### config.mk
export PLATFORM = sky130hd
export DESIGN_NAME = exibe_sequencia
export DESIGN_NICKNAME = d
export VERILOG_FILES = /design/src/rtl/exibe_sequencia.sv
export SDC_FILE = /design/constraint.sdc
export NUM_CORES = 1
export LEC_CHECK = 0
export ABC_AREA = 1
export CORE_ASPECT_RATIO = 1.75
export CORE_UTILIZATION = 40
export DETAILED_ROUTE_END_ITERATION = 10
export PLACE_DENSITY = 0.56
export RECOVER_POWER = 100
export SKIP_CTS_REPAIR_TIMING = 1
export SYNTH_ARGS = -nofsm -noshare
export SYNTH_HDL_FRONTEND = slang
export SYNTH_SLANG_ARGS = --single-unit
### constraint.sdc
create_clock -name clock -period 2.1 [get_ports clock]
set_input_delay 0.42 -clock clock [delete_from_list [all_inputs] [get_ports clock]]
set_output_delay 0.42 -clock clock [all_outputs]
set_load 0.02 [all_outputs]
### src/rtl/exibe_sequencia.sv
// Sequence playback unit: walks ROM entries 0..limite, shows each on the LEDs
// for T_ON cycles followed by a T_OFF dark gap, then pulses pronto once.
module exibe_sequencia #(
    parameter int T_ON  = 50_000_000,
    parameter int T_OFF = 25_000_000,
    parameter int CNT_W = 27
) (
    input  logic       clock,
    input  logic       reset,
    input  logic       iniciar,
    input  logic       parar,
    input  logic [3:0] limite,
    output logic [3:0] endereco,
    input  logic [3:0] dado,
    output logic [3:0] leds,
    output logic       exibindo,
    output logic       pronto,
    output logic [2:0] db_estado
);

    typedef enum logic [2:0] {
        OCIOSO  = 3'd0,
        BUSCA   = 3'd1,
        ACESO   = 3'd2,
        APAGADO = 3'd3,
        FIM     = 3'd4
    } estado_t;

    // Timer compares against T-1 since it counts up from 0 on state entry.
    localparam logic [CNT_W-1:0] ON_LAST    = CNT_W'(T_ON - 1);
    localparam logic [CNT_W-1:0] OFF_LAST   = CNT_W'(T_OFF - 1);
    // BUSCA spans the address register plus the ROM's one-cycle read.
    localparam logic [CNT_W-1:0] BUSCA_LAST = CNT_W'(1);

    estado_t          estado_q, estado_d;
    logic [3:0]       end_q, end_d;
    logic [3:0]       leds_q, leds_d;
    logic [3:0]       lim_q, lim_d;
    logic [CNT_W-1:0] timer_q, timer_d;

    // State and datapath registers; reset acts immediately, even mid-sequence.
    always_ff @(posedge clock or negedge reset) begin
        if (!reset) begin
            estado_q <= OCIOSO;
            end_q    <= 4'd0;
            leds_q   <= 4'd0;
            lim_q    <= 4'd0;
            timer_q  <= '0;
        end else begin
            estado_q <= estado_d;
            end_q    <= end_d;
            leds_q   <= leds_d;
            lim_q    <= lim_d;
            timer_q  <= timer_d;
        end
    end

    // Next-state logic; parar overrides every state, endereco is held on abort.
    always_comb begin
        estado_d = estado_q;
        end_d    = end_q;
        leds_d   = leds_q;
        lim_d    = lim_q;
        timer_d  = timer_q + CNT_W'(1);

        if (parar) begin
            estado_d = OCIOSO;
            leds_d   = 4'd0;
            timer_d  = '0;
        end else begin
            case (estado_q)
                OCIOSO: begin
                    leds_d  = 4'd0;
                    timer_d = '0;
                    if (iniciar) begin
                        lim_d    = limite;
                        end_d    = 4'd0;
                        estado_d = BUSCA;
                    end
                end
                BUSCA: begin
                    if (timer_q == BUSCA_LAST) begin
                        leds_d   = dado;
                        timer_d  = '0;
                        estado_d = ACESO;
                    end
                end
                ACESO: begin
                    if (timer_q == ON_LAST) begin
                        leds_d   = 4'd0;
                        timer_d  = '0;
                        estado_d = APAGADO;
                    end
                end
                APAGADO: begin
                    leds_d = 4'd0;
                    if (timer_q == OFF_LAST) begin
                        timer_d = '0;
                        // Last-entry check precedes the increment so 15 never wraps.
                        if (end_q == lim_q) begin
                            estado_d = FIM;
                        end else begin
                            end_d    = end_q + 4'd1;
                            estado_d = BUSCA;
                        end
                    end
                end
                FIM: begin
                    leds_d   = 4'd0;
                    timer_d  = '0;
                    estado_d = OCIOSO;
                end
                default: begin
                    leds_d   = 4'd0;
                    timer_d  = '0;
                    estado_d = OCIOSO;
                end
            endcase
        end
    end

    assign endereco  = end_q;
    assign leds      = leds_q;
    assign exibindo  = (estado_q != OCIOSO);
    assign pronto    = (estado_q == FIM);
    assign db_estado = estado_q;

endmodule
==> flow_metrics.tcl <==
set metrics [dict create \
    relSlewSlack_pct 29.7 \
    whs_ns 0.401 \
    antenna_found_initial 0 \
    setup_viol 0 \
    hold_violations 0 \
    placed_cell_area_sq_um 3070 \
    drt_pre_antenna_iters 4 \
    grt_overflow 0 \
    synth_top_family_by_area "simple AND/OR/NAND/NOR gates" \
    gp_congestion 0.888 \
    synth.area.top_cells "dfrtp_1 39%, nand2_1 9.7%, xor2_1 7.5%, inv_1 7.2%, nor2_1 7.1%" \
    cts-htree-levels 2 \
    synth-xor-area-share_pct 8.11 \
    crit_path_max_fanout 6 \
    diodes 0 \
    dr.first_iter.drc_count 82 \
    grt_max_degree 43 \
    synth_compound_area_share_pct 2.50 \
    finalWirelength_mm 6.79 \
    synthArstFlopShare_pct 100 \
    remaining_drc_errors 0 \
    syn_nets 376 \
    numCtsBuffers 5 \
    synth_area_per_cell_sq_um 7.48 \
    vdd_drop_max_uv 508 \
    fin_crit_sh_pct 89.6 \
    cp-end-kind "output pin" \
    ys_seq_area_share_pct 38.9 \
    synth_common_cells "70 x nand2_1, 52 x inv_1, 51 x nor2_1" \
    grt_pass1_vias 2549 \
    viasPerCell 4.87 \
    ys_ff_latch 42 \
    cts.path.max_buffers 2 \
    max_freq_mhz 531 \
    finalMaxSlewViolations 0 \
    synth_top_cell_by_area "dfrtp_1" \
    met3_usage_pct 2.26 \
    cp_top_family "buffers and inverters" \
    die_x_um 64.1 \
    synth_top_area_share_pct 38.9 \
    use_met1_pct 20.0 \
    syn_area_sq_um 2700 \
    hold_class "input port to async pin" \
    synth_simple_gate_area_share_pct 39.0 \
    cts_tree "built" \
    die-area_sq_um 7090 \
    synth_adder_area_share_pct 1.39 \
    criticalPathCategory "register to output pin" \
    required_ns 1.68 \
    ios 25 \
    grt_pass1_wl_mm 11.6 \
    cts-root-buf "clkbuf_16" \
    fin_area_sq_um 3170 \
    worstPathArrival_ns 1.46 \
    path_clk_slew_ns 0.06 \
    p_per_area_nw_per_um2 792 \
    cpPeakStageDelay_ns 0.71 \
    yosysWarnings 0 \
    synth_ff_type "dfrtp_1" \
    setup_tns_ns 0 \
    die_h_um 111 \
    rsz0062_at_grt "no" \
    synth_mux_area_share_pct 1.67 \
    busiest_layer "met2" \
    crit_chain "dlygate4sd3_1" \
    core_sq_um 6540 \
    maxCapViolCount 0 \
    fin_util_pct 48.5 \
    place_hpwl_mm 5.37 \
    synth_most_common_cell "nand2_1" \
    p_leak_nw 1.50 \
    netlist_instances 361 \
    critPathBufInv 1 \
    port_buffers 24 \
    critical-path-slowest-cell "dlygate4sd3_1" \
    tightest_slew_ns 1.06 \
    setup_ws_ns 0.218 \
    grt_use_total_pct 21.1 \
    drive_gt1_share_pct 10.6 \
    start_util_pct 41.3 \
    cp-start-kind "register" \
    worstSkewPairLatency_ns 0.28 \
    ys_types 30 \
    place_ws_ns 0.168 \
    syn_to_final_growth_pct 17.6 \
    outcome "completed" \
    nNetsFinal 412 \
    wire_per_inst_um 14.1 \
    antenna_left 0 \
    clkSinkCount 42 \
    vias 2339 \
    fin_crit_ns 1.88 \
    clock-skew-final_ns 0.00219 \
    synth_edf_count 0 \
    rrSetupSlack_ns 0.26 \
    placementRows 39 \
    met2_usage_pct 41.8 \
]
[cells in the final DEF, fill, tap and decap left out, types with 2 or more instances in the layout]
master | Yosys | routed
ha_1 | 3 | 3
inv_2 | 2 | 2
nand3_1 | 30 | 30
nand2_1 | 70 | 71
inv_1 | 52 | 52
nor3_1 | 13 | 13
clkbuf_16 | 0 | 5
xnor2_1 | 2 | 2
nor2_2 | 17 | 8
nand2_2 | 7 | 6
o21ai_0 | 10 | 10
xor2_1 | 23 | 23
a21oi_1 | 2 | 2
clkdlybuf4s50_1 | 0 | 10
dfrtp_1 | 42 | 42
dlygate4sd3_1 | 0 | 11
mux2_2 | 4 | 4
buf_4 | 0 | 6
nor2_4 | 2 | 2
nand3b_1 | 7 | 7
nor2_1 | 51 | 60
nand4_1 | 12 | 12
clkbuf_1 | 1 | 3
[layout make-up]
class	count	area [sq um]
fill	690	3370
multi-input combinational	263	1400
sequential	42	1050
timing repair buffer	31	273
inverter	54	203
clock buffer	7	143
tap	82	103
clock inverter	1	5.00
[cell families after synthesis]
logic type | count (synthesis)
adder cells (fa/ha/maj) | 3
flip-flops | 42
buffers and inverters | 56
AO/OA/AOI/OAI | 13
multiplexers | 4
AND/OR/NAND/NOR | 218
XOR/XNOR | 25
[power by group]
part           internal (W)  leakage [nW]  switching, W
sequential         0.000885         0.576     0.0000692
clock              0.000472        0.0739      0.000313
combinational      0.000275         0.852      0.000498
total               0.00163          1.50      0.000881
[registers in the layout (all words and copies together), names as in the netlist]
register and cells:
db_estado 3, endereco 4, leds 4, timer_q 27, lim_q 4
[worst paths after layout]
path	startpoint	end	cells past startpoint
max	endereco[0]	endereco[0]	1
min	reset	timer_q[15]	2
max reg2reg	db_estado[0]	endereco[3]	11
min reg2reg	leds[1]	leds[1]	2
max in group asynchronous	reset	db_estado[0]	2
min in group clock	leds[1]	leds[1]	2
[per-stage QoR]
| step | total power (W) | std cells |
|---|---|---|
| after CTS | 0.00259 | 480 |
| after global placement | 0.00179 | 472 |
| after global routing | 0.00266 | 480 |
| final | 0.00251 | 480 |
| after floorplan | 0.00151 | 361 |
| after detailed placement | 0.00179 | 472 |
[layer usage]
layer	vias up	share of wire [%]	wire length, um
li1	1207	-	-
met1	1078	37	2500
met2	35	57	3870
met3	19	2.0	134
met4	0	4.1	280
met5	-	0	0
Note: power is estimated with default switching activity, not from simulation.
